File: src/rtl/hdmi_rd_sched.sv
// Burst read-command scheduler: prefetches active lines into the pixel FIFO, frame-buffer/mode latched at frame start.
// Frame start one cycle after the synchronised vs edge; a command holds valid/addr/len until rd_cmd_ready, then one FILL cycle.
module hdmi_rd_sched #(
  parameter int ADDR_BITS = 28,
  parameter int H_ACT = 1920,
  parameter int V_ACT = 1080,
  parameter int BURST_LEN = 256,
  parameter int PREFETCH_LINES = 2,
  parameter int LINE_STRIDE = 4096,
  parameter logic [ADDR_BITS-1:0] FB_BASE0 = 28'h000_0000,
  parameter logic [ADDR_BITS-1:0] FB_BASE1 = 28'h080_0000
) (
  input  logic                 clk,
  input  logic                 rst,
  input  logic                 vs_in,
  input  logic                 de_in,
  input  logic [1:0]           rd_mode,
  input  logic                 wr_done,
  input  logic                 wr_buf,
  input  logic [11:0]          fifo_space,
  output logic                 rd_cmd_valid,
  input  logic                 rd_cmd_ready,
  output logic [ADDR_BITS-1:0] rd_cmd_addr,
  output logic [8:0]           rd_cmd_len,
  output logic                 rd_buf,
  output logic [1:0]           rd_mode_lat,
  output logic                 frame_active,
  output logic                 underrun
);

  localparam int NB = (H_ACT + BURST_LEN - 1) / BURST_LEN;
  localparam int LW = $clog2(V_ACT + 1);
  localparam int BW = (NB > 1) ? $clog2(NB) : 1;
  localparam int PW = $clog2(PREFETCH_LINES + 1);
  localparam logic [8:0] LEN_FULL = 9'(BURST_LEN);
  localparam logic [8:0] LEN_LAST = 9'(H_ACT - (NB - 1) * BURST_LEN);

  typedef enum logic [1:0] {IDLE, FILL, ISSUE, DONE} state_t;

  state_t          state, state_nxt;
  logic            vs_q, vs_d, de_q, de_d;
  logic            last_done, new_flag, abort_pend;
  logic [LW-1:0]   line;
  logic [BW-1:0]   burst;
  logic [PW-1:0]   lines_ahead;
  logic            vs_rise, de_rise, de_fall;
  logic            accept, last_burst, start;
  logic [8:0]      cur_len;
  logic [ADDR_BITS-1:0] addr_calc;

  assign vs_rise    = vs_q & ~vs_d;
  assign de_rise    = de_q & ~de_d;
  assign de_fall    = ~de_q & de_d;
  assign last_burst = (burst == BW'(NB - 1));
  assign cur_len    = last_burst ? LEN_LAST : LEN_FULL;
  assign accept     = (state == ISSUE) && rd_cmd_ready;

  // Modular arithmetic: truncating each term to ADDR_BITS gives the same low bits as the full sum.
  assign addr_calc = (rd_buf ? FB_BASE1 : FB_BASE0)
                   + ADDR_BITS'(line)  * ADDR_BITS'(LINE_STRIDE)
                   + ADDR_BITS'(burst) * ADDR_BITS'(BURST_LEN * 2);

  assign rd_cmd_valid = (state == ISSUE);
  assign rd_cmd_addr  = rd_cmd_valid ? addr_calc : '0;
  assign rd_cmd_len   = rd_cmd_valid ? cur_len : '0;

  always_ff @(posedge clk) begin
    if (rst) state <= IDLE;
    else     state <= state_nxt;
  end

  always_comb begin
    state_nxt = state;
    start     = 1'b0;
    case (state)
      IDLE, DONE: if (vs_rise) start = 1'b1;
      FILL: begin
        if (vs_rise) start = 1'b1;
        else if (lines_ahead < PW'(PREFETCH_LINES) && fifo_space >= {3'b000, cur_len})
          state_nxt = ISSUE;
      end
      ISSUE: begin
        // An abort waits for the in-flight command so valid never drops without an accept.
        if (accept) begin
          if (abort_pend || vs_rise)                    start = 1'b1;
          else if (last_burst && line == LW'(V_ACT - 1)) state_nxt = DONE;
          else                                          state_nxt = FILL;
        end
      end
      default: state_nxt = IDLE;
    endcase
    if (start) state_nxt = FILL;
  end

  always_ff @(posedge clk) begin
    if (rst) begin
      vs_q <= 1'b0; vs_d <= 1'b0; de_q <= 1'b0; de_d <= 1'b0;
      last_done <= 1'b0; new_flag <= 1'b0; abort_pend <= 1'b0;
      rd_buf <= 1'b0; rd_mode_lat <= 2'b00; frame_active <= 1'b0; underrun <= 1'b0;
      line <= '0; burst <= '0; lines_ahead <= '0;
    end else begin
      vs_q <= vs_in; vs_d <= vs_q;
      de_q <= de_in; de_d <= de_q;
      underrun <= de_rise && (lines_ahead == '0);
      if (wr_done) begin
        last_done <= wr_buf;
        new_flag  <= 1'b1;
      end
      if (start) begin
        // A completion arriving on the frame-start cycle is used immediately.
        if (wr_done) begin
          rd_buf   <= wr_buf;
          new_flag <= 1'b0;
        end else if (new_flag) begin
          rd_buf   <= last_done;
          new_flag <= 1'b0;
        end
        rd_mode_lat  <= rd_mode;
        line         <= '0;
        burst        <= '0;
        lines_ahead  <= '0;
        frame_active <= 1'b1;
        abort_pend   <= 1'b0;
      end else begin
        if (state == ISSUE && vs_rise) abort_pend <= 1'b1;
        if (accept) begin
          if (last_burst) begin
            burst <= '0;
            line  <= line + 1'b1;
          end else begin
            burst <= burst + 1'b1;
          end
        end
        if (accept && last_burst && !de_fall)
          lines_ahead <= lines_ahead + 1'b1;
        else if (!(accept && last_burst) && de_fall && lines_ahead != '0)
          lines_ahead <= lines_ahead - 1'b1;
        if (state == ISSUE && state_nxt == DONE) frame_active <= 1'b0;
      end
    end
  end

endmodule

File: config.mk
export PLATFORM = sky130hd
export DESIGN_NAME = hdmi_rd_sched
export DESIGN_NICKNAME = d
export VERILOG_FILES = /design/src/rtl/hdmi_rd_sched.sv
export SDC_FILE = /design/constraint.sdc
export NUM_CORES = 1
export LEC_CHECK = 0
export CAP_MARGIN = 5
export CELL_PAD_IN_SITES_DETAIL_PLACEMENT = 1
export CELL_PAD_IN_SITES_GLOBAL_PLACEMENT = 1
export CORE_ASPECT_RATIO = 1.5
export CORE_MARGIN = 3
export CORE_UTILIZATION = 31
export DETAILED_ROUTE_END_ITERATION = 7
export GPL_TIMING_DRIVEN = 0
export PLACE_DENSITY_LB_ADDON = 0.1
export SETUP_SLACK_MARGIN = 0.2
export SYNTH_ARGS = -nofsm -noshare
export SYNTH_HDL_FRONTEND = slang
export SYNTH_SLANG_ARGS = --single-unit
File: constraint.sdc
create_clock -name clk -period 2.6 [get_ports clk]
set_input_delay 0.52 -clock clk [delete_from_list [all_inputs] [get_ports clk]]
set_output_delay 0.52 -clock clk [all_outputs]
set_load 0.005 [all_outputs]
# After elaboration in Yosys (flattened, before gate mapping)
# Index checks and enable logic that the tools add are counted.
classes:
  eq_ne: 6
  order_cmp: 2
  n_bitwise: 6
  shifts: 0
  reduce_logical: 23
  div: 0
  multipliers: 0
  mux: 26
  n_addsub: 6
ops:
  columns: ["op", "n"]
  rows:
  - ["$add A25 B12 Y26", 1]
  - ["$mux W26", 1]
  - ["$add A24 B23 Y25", 1]
  - ["$mux W24", 1]
  - ["$mux W9", 2]
  - ["$mux W2", 8]
  - ["$ge A12 B9 Y1", 1]
  - ["$add A11 B1 Y11 const B", 1]
  - ["$eq A11 B11 Y1 const B", 1]
  - ["$mux W1", 11]
  - ["$logic_and A1 B1 Y1", 10]
  - ["$reduce_bool A2 Y1", 4]
  - ["$eq A2 B2 Y1 const B", 3]
  - ["$logic_not A2 Y1", 2]
  - ["$pmux W2 S2", 1]
  - ["$reduce_and A2 Y1", 2]
  - ["$add A3 B1 Y3 const B", 1]
  - ["$and A1 B1 Y1", 3]
  - ["$eq A3 B3 Y1 const B", 1]
  - ["$mux W3", 1]
  - ["$not A1 Y1", 3]
  - ["$reduce_or A3 Y1", 1]
  - ["$add A2 B1 Y2 const B", 1]
  - ["$eq A2 B1 Y1 const B", 1]
  - ["other kinds (6)", 7]
totals:
  in_bits: 21
  ramBits: 0
  mem_count: 0
  latchBits: 0
  regBits: 30
  rom_bits: 0

# Logic depth before layout (Yosys ltp)
# Gate-level depths: netlist (run 1).
depth:
  word_depth: 12
  ltp_mapped: 9
  ltp_nobuf: 8

# Worst setup path after synthesis (run 1)
# OpenSTA, ideal clock, no wires.
synth_timing:
  kind: "register to register"
  startpoint: "register burst[0]"
  endpoint: "register frame_active"
  stages_incl_launch_ff: 9
  setup_ps: 143
  required_time_ps: 2457
  n_path_buf: 0
  slack_ps: 630
  t_arrival_ps: 1827
  path_cell_list: "dfxtp_1 > ha_1 > ha_1 > ha_1 > nor4b_1 > a21boi_0 > o21a_1 > o41ai_2 > a311oi_2"
synth_via:
  elab_chain_cells: 11
  elab_cells_between_ends: 15
  cone_classes: "1 x order compare; 2 x eq/ne; 8 x mux; 4 x reduce/logical"
synth_rtl:
  columns: ["item", "line", "source"]
  rows:
  - ["start: declaration", "44", "logic [BW-1:0] burst;"]
  - ["start signal: assignment", "131", "burst <= burst + 1'b1;"]
  - ["$eq A3 B3 Y1 (*)", "54", "assign last_burst = (burst == BW'(NB - 1));"]
  - ["$mux W9", "55", "assign cur_len = last_burst ? LEN_LAST : LEN_FULL;"]
  - ["$ge A12 B9 Y1", "79", "else if (lines_ahead < PW'(PREFETCH_LINES) && fifo_space >= {3'b000, cur_len})"]
  - ["$logic_and A1 B1 Y1", "79", null]
  - ["$mux W2", "79", null]
  - ["$mux W2", "78", "if (vs_rise) start = 1'b1;"]
  - ["$pmux W2 S2 (*)", "75", "case (state)"]
  - ["$mux W2 (*)", "92", "if (start) state_nxt = FILL;"]
  - ["$eq A2 B2 Y1 (*)", "138", "if (state == ISSUE && state_nxt == DONE) frame_active <= 1'b0;"]
  - ["$logic_and A1 B1 Y1 (*)", "138", null]
  - ["$reduce_bool A2 Y1 (no line) (*)", null, null]
  - ["end signal: assignment", "99", "rd_buf <= 1'b0; rd_mode_lat <= 2'b00; frame_active <= 1'b0; underrun <= 1'b0;"]
  - ["end signal: assignment", "122", "frame_active <= 1'b1;"]
  - ["end signal: assignment", "138", null]
  - ["end: declaration", "27", "output logic frame_active,"]
# Every way passes the cells marked *; elsewhere a longest branch is shown, timed or not.
# A chain may end at the register's enable or synchronous reset.

# Worst setup path after layout (run 1)
layout_timing:
  startpoint: "register burst[0]"
  endpoint: "output port rd_cmd_len[7]"
layout_via:
  elab_chain_cells: 3
layout_rtl:
  columns: ["item", "line", "source"]
  rows:
  - ["$eq A3 B3 Y1", "54", null]
  - ["$mux W9", "55", null]
  - ["$mux W9", "65", "assign rd_cmd_len = rd_cmd_valid ? cur_len : '0;"]
  - ["end: declaration", "24", "output logic [8:0] rd_cmd_len,"]
# Every way passes these cells.

==> impl_metrics.toml, run 1 <==
[outcome]
status = "finished, final reports clean"

[grt]
antenna_found_initial = 0
grt_max_degree = 11
grt_first_pass_wirelength_mm = 7.07
grt_overflow_total = 0
grt_pass1_vias = 1490
grt_usage_pct = 14.1

[routing]
drc = 0
drtIter0Drc = 30
routedWlPerCell_um = 12.3
wl_mm = 4.17
ant_nets = 0
via_per_inst = 4.47
vias = 1510
dr.pass1.iters = 4

[cts]
cts_buffer_depth = 2
cts.sinks = 30
clock_latency_ns = 0.29
h-tree-depth = 2
cts_tree = "done"
clk_pin_slew_ns = 0.07
postCtsSetupBuffers = 0
cts_made_buffers = 5
clockRootBuffer = "clkbuf_8"

[worst_setup_path]
start_kind = "flip-flop"
r2r_setup_slack_ns = 0.45
rr_worst_depth = 8
crit_required_ns = 2.08
crit_type = "reg -> out"
crit_fanout = 5
rr_startpoint = "burst[0]"
timing.rr.end = "state[1]"
arrival_ns = 1.77
critPathCaptureType = "output pin"

[yosys]
postSynthCellCount = 200
synth-adder-area-share_pct = 5.16
synthSimpleGateAreaFrac_pct = 27.6
synth_seq_cells = 30
synth-compound-area-share_pct = 11.1
synthFlopType = "dfxtp_1"
synth_top_family_by_area = "simple AND/OR/NAND/NOR gates"
yosysSeqAreaShare_pct = 35.4
synthArstFlopShare_pct = 0
synthMuxAreaShare_pct = 1.77
synth.distinct_cells = 39
synth-edff-count = 0
syn_area_mm2 = 0.00170
syn_avg_cell_area_um2 = 8.49
ys_warn_count = 0
synth_xor_area_share_pct = 5.67

[pwr]
p_per_area_mw_per_mm2 = 490
leakagePower_nw = 0.996
ir_worst_vdd_v = 0.000284
power.total_w = 0.00117

[sta]
final-setup-viol-count = 0
fin_skew_ns = 0.00468
fin_crit_sh_pct = 88.2
hold_viol = 0
max_freq_ghz = 0.436
rsz0062_at_grt = "true"
min_period_ns = 2.29
finalSetupTns_ns = 0
whs_ns = 0.414
drv_slew = 0

[finish]
multi_input_area_um2 = 948
num_antenna_cells = 0
n_fill_cell = 644
areaGrowthSynthToFinish_pct = 41.1
register_area_um2 = 603
fin_util_pct = 46.0
drive_above_1_share_pct = 15.2
nNetsFinal = 297
fin_area_mm2 = 0.00240

[floorplan]
io-pin-count = 64
die_area_mm2 = 0.00642
fp-row-count = 32
fp.dieW_um = 66.4
start_util_pct = 32.6
die_h_um = 96.6
core_mm2 = 0.00520

[min_path]
holdPathStages = 1
holdPathEnd = "underrun"
worstHoldStart = "de_d"
hold_path.class = "reg -> reg"

[place]
gp_congestion = 0.774
placed_cell_area_mm2 = 0.00228
portBuffers = 43
dp_hpwl_mm = 3.26

[run]
maxCapViolations = 0
## worst max path at each step
stage,from,endpoint,slack [ns],cells after the start
final,burst[0],rd_cmd_len[7],0.31,4
after global routing,burst[0],rd_cmd_len[7],0.19,4
after global placement,fifo_space[7],frame_active,0.19,8
after CTS,state[1],rd_cmd_addr[21],0.20,5
after floorplan,burst[0],frame_active,0.63,8
after detailed placement,fifo_space[7],frame_active,0.20,8
## flip-flops by register name, indices dropped and copies added (netlist names), 2 cells and up
signal       cells
rd_mode_lat      2
burst            3
line            11
state            2
lines_ahead      2
## worst max-delay path, stage by stage (launching register included)
cell	delay, ns
dfxtp_1	0.38
ha_1	0.20
ha_1	0.25
and2_1	0.15
clkdlybuf4s50_1	0.50
## final cells by class
type	count	area share, %
tap	68	3.55
clock inverter	1	0.209
timing repair buffer	43	18.0
multi-input combinational	155	39.6
buffer	27	8.83
sequential	30	25.2
clock buffer	7	3.60
inverter	7	1.10
## metrics by stage
stage | setup slack [ns] | std cells
detailed placement | 0.202 | 330
CTS | 0.196 | 338
floorplan | 0.630 | 219
global route | 0.194 | 338
global placement | 0.191 | 330
finish | 0.308 | 338
## cell usage after synthesis (3+ instances only)
| master | number | area, um^2 |
|---|---|---|
| nor3_1 | 5 | 25.0 |
| o21ai_0 | 4 | 20.0 |
| mux2i_1 | 3 | 30.0 |
| nor2_1 | 24 | 90.1 |
| nand3_1 | 7 | 35.0 |
| and3_1 | 5 | 31.3 |
| xnor2_1 | 3 | 26.3 |
| xor2_1 | 8 | 70.1 |
| ha_1 | 7 | 87.6 |
| clkbuf_1 | 3 | 11.3 |
| nor2b_1 | 8 | 50.1 |
| nand2_1 | 12 | 45.0 |
| o21a_1 | 3 | 22.5 |
| a21oi_1 | 7 | 35.0 |
| dfxtp_1 | 30 | 601 |
| inv_1 | 7 | 26.3 |
| buf_4 | 21 | 158 |
| and2_1 | 17 | 106 |
## layout by cell type, fill, tap and decap left out, drive strengths merged, types with 6 or more instances in the layout
cell and instances:
clkdlybuf4s50 43, dfxtp 30, buf 26, nor2 24, conb 20, and2 17
nand2 12, nor2b 8, xor2 8, a21oi 8, clkbuf 8, inv 7
nand3 7, ha 7, and3 6
## timing repair
action,4_1_cts,5_1_grt
pin swaps,0,0
endpoints found under the setup margin,17,17
hold buffers,0,0
gates resized for setup,6,5
gates cloned,0,0
## power breakdown
part           switching, W  internal, W  total, W
Combinational      0.000136     0.000152  0.000288
Sequential        0.0000158     0.000482  0.000497
Clock              0.000176     0.000213  0.000389
## routing by layer
layer  GRT usage (%)  routed length, um  vias up
met3            3.48                196        5
li1                -                  -      768
met1            16.2               1680      701
met2            23.6               2190       36
met4            7.04                 95        0
met5               0                  0        -
## cells by family (layout without fill, tap and decap cells)
family | after synthesis | count (layout)
other cells | 1 | 20
xor+xnor | 11 | 11
mux | 3 | 3
compound gates | 25 | 25
flops | 30 | 30
simple gates | 89 | 89
fa+ha+maj | 7 | 7
buf+inv | 34 | 85
Note: power is estimated with default switching activity, not from simulation.
==> run 2: changes to the inputs <==
--- a/config.mk
+++ b/config.mk
@@ -8,8 +8,8 @@
 export CAP_MARGIN = 5
 export CELL_PAD_IN_SITES_DETAIL_PLACEMENT = 1
 export CELL_PAD_IN_SITES_GLOBAL_PLACEMENT = 1
-export CORE_ASPECT_RATIO = 1.5
-export CORE_MARGIN = 3
+export CORE_ASPECT_RATIO = 0.7
+export CORE_MARGIN = 8
 export CORE_UTILIZATION = 31
 export DETAILED_ROUTE_END_ITERATION = 7
 export GPL_TIMING_DRIVEN = 0
==> constraint.sdc (replaced) <==
create_clock -name clk -period 2.4 [get_ports clk]
set_input_delay 0.48 -clock clk [delete_from_list [all_inputs] [get_ports clk]]
set_output_delay 0.48 -clock clk [all_outputs]
set_load 0.005 [all_outputs]
==> run 2 against run 1 <==
Worst hold slack worse by 0.0084 ns. Count of clock-buffer cells in the layout stayed put. First-iteration DRC count is 33% higher. Routed wire length is 7.3% higher. Global-route usage is 3.3 points lower. Core utilization is 2.6 points higher. Non-clock buffer count is 4 higher. Sequential share of layout area is 1.4 points lower. Clock skew is 0.00092 ns higher. Largest cell class unchanged. Combinational power is 31% higher. Register-to-register slack worse by 0.15 ns. Via count is 1.5% higher.
==> impl_metrics.toml, run 2 (synthesized netlist as in run 1, its figures left out) <==
[routing]
ant_nets = 0
vias = 1533
wl_mm = 4.47
drc = 0
dr.pass1.iters = 4
routedWlPerCell_um = 13.0
drtIter0Drc = 40
via_per_inst = 4.44

[sta]
fin_skew_ns = 0.00561
hold_viol = 0
final-setup-viol-count = 0
fin_ws_ns = 0.282
min_period_ns = 2.12
rsz0062_at_grt = "true"
whs_ns = 0.405
fin_crit_sh_pct = 88.2
finalSetupTns_ns = 0
drv_slew = 0
max_freq_ghz = 0.472

[worst_setup_path]
rr_worst_depth = 8
crit_required_ns = 1.92
timing.rr.end = "state[1]"
start_kind = "flip-flop"
cpMaxStageDelayCell = "clkdlybuf4s50_1"
cp_num_buf_inv = 4
rr_startpoint = "burst[1]"
arrival_ns = 1.64
r2r_setup_slack_ns = 0.30
crit_type = "reg -> out"
cp_cell_sequence = "inv_2, ha_4, buf_6, buf_8, and2_1, clkdlybuf4s50_1"
critPathCaptureType = "output pin"
crit_fanout = 10
slowest_delay_ns = 0.43
cp_top_family = "buffers and inverters"

[place]
placed_cell_area_mm2 = 0.00229
gp_congestion = 0.776
dp_hpwl_mm = 3.41
place_ws_ns = -0.0371
portBuffers = 43

[floorplan]
die_h_um = 77.9
die_area_mm2 = 0.00814
start_util_pct = 32.3
io-pin-count = 64
fp-row-count = 22
fp.dieW_um = 104
core_mm2 = 0.00526

[grt]
grtUsageMet2_pct = 14.4
grt_max_degree = 11
grt_overflow_total = 0
grt_pass1_vias = 1475
met1_usage_pct = 14.7
antenna_found_initial = 0
grt_first_pass_wirelength_mm = 7.27
grt_usage_pct = 10.8
grt_use_met3_pct = 5.12
busiest_layer = "met1"

[min_path]
holdPathStages = 1
holdPathEnd = "underrun"
hold_path.class = "reg -> reg"
worstHoldStart = "de_d"

[finish]
regMostFlops = "line"
n_fill_cell = 631
fin_area_mm2 = 0.00256
drive_above_1_share_pct = 19.0
multi_input_area_mm2 = 0.00105
register_area_um2 = 607
num_antenna_cells = 0
nNetsFinal = 301
final_cell_mix = "27 x dfxtp_1, 26 x clkdlybuf4s50_1, 25 x buf_4, 24 x nor2_1, 20 x conb_1"
areaGrowthSynthToFinish_pct = 50.6
largestRegisters = "line x11, burst x3"
mostFrequentLayoutCell = "dfxtp_1"
largest_reg_flops = 11

[outcome]
status = "finished, final reports clean"

[pwr]
leakagePower_nw = 1.28
p_per_area_mw_per_mm2 = 506
ir_worst_vdd_v = 0.000302
power.total_w = 0.00129

[cts]
cts.hold.buffers_added = 0
cts_made_buffers = 5
cts_tree = "done"
h-tree-depth = 2
cts.sinks = 30
clk_pin_slew_ns = 0.06
clockRootBuffer = "clkbuf_8"
clock_latency_ns = 0.28
cts_buffer_depth = 2

[run]
maxCapViolations = 0
-- run 2: worst max-delay path by stage --
stage	startpoint	endpoint	slack, ns	cells past startpoint
2_1_floorplan	burst[0]	frame_active	0.43	8
3_3_place_gp	rd_cmd_ready	line[5]	-0.005	7
3_5_place_dp	rd_cmd_ready	new_flag	-0.04	7
4_1_cts	burst[0]	rd_cmd_len[7]	0.17	4
5_1_grt	burst[1]	state[1]	0.18	8
6_report	state[0]	rd_cmd_addr[22]	0.28	6
-- run 2: final cells by class --
| type | count | area share, % |
|---|---|---|
| flip-flops and latches | 30 | 23.7 |
| well taps | 72 | 3.52 |
| multi-input cells | 155 | 41.0 |
| inverters | 7 | 1.03 |
| clock buffers | 7 | 2.99 |
| plain buffers | 27 | 8.52 |
| repair buffers | 47 | 19.2 |
-- run 2: repair_timing --
item	in CTS	in global routing
endpoints found under the setup margin	19	26
setup buffers	3	1
resized for setup	15	30
pin swaps	1	4
-- run 2: metal layers --
metal  share of wire (%)  up-vias  routed length (um)
li1                    -      771                   -
met1                  51      704                2270
met2                  40       53                1770
met3                 8.7        5                 387
met4                 1.0        0                  45
met5                   0        -                   0
-- run 2: through the flow --
step           util, %  instances
2_1_floorplan        -        219
3_5_place_dp      43.6        334
4_1_cts           46.3        344
6_report          48.6        345
5_1_grt           48.6        345
3_3_place_gp      43.6        334
-- run 2: power by group --
part / internal [W] / leakage (nW) / switching (W) / total, W
logic: 0.000206 / 0.996 / 0.000170 / 0.000376
registers: 0.000524 / 0.246 / 0.0000187 / 0.000542
clock network: 0.000199 / 0.0383 / 0.000176 / 0.000376
total: 0.000929 / 1.28 / 0.000365 / 0.00129
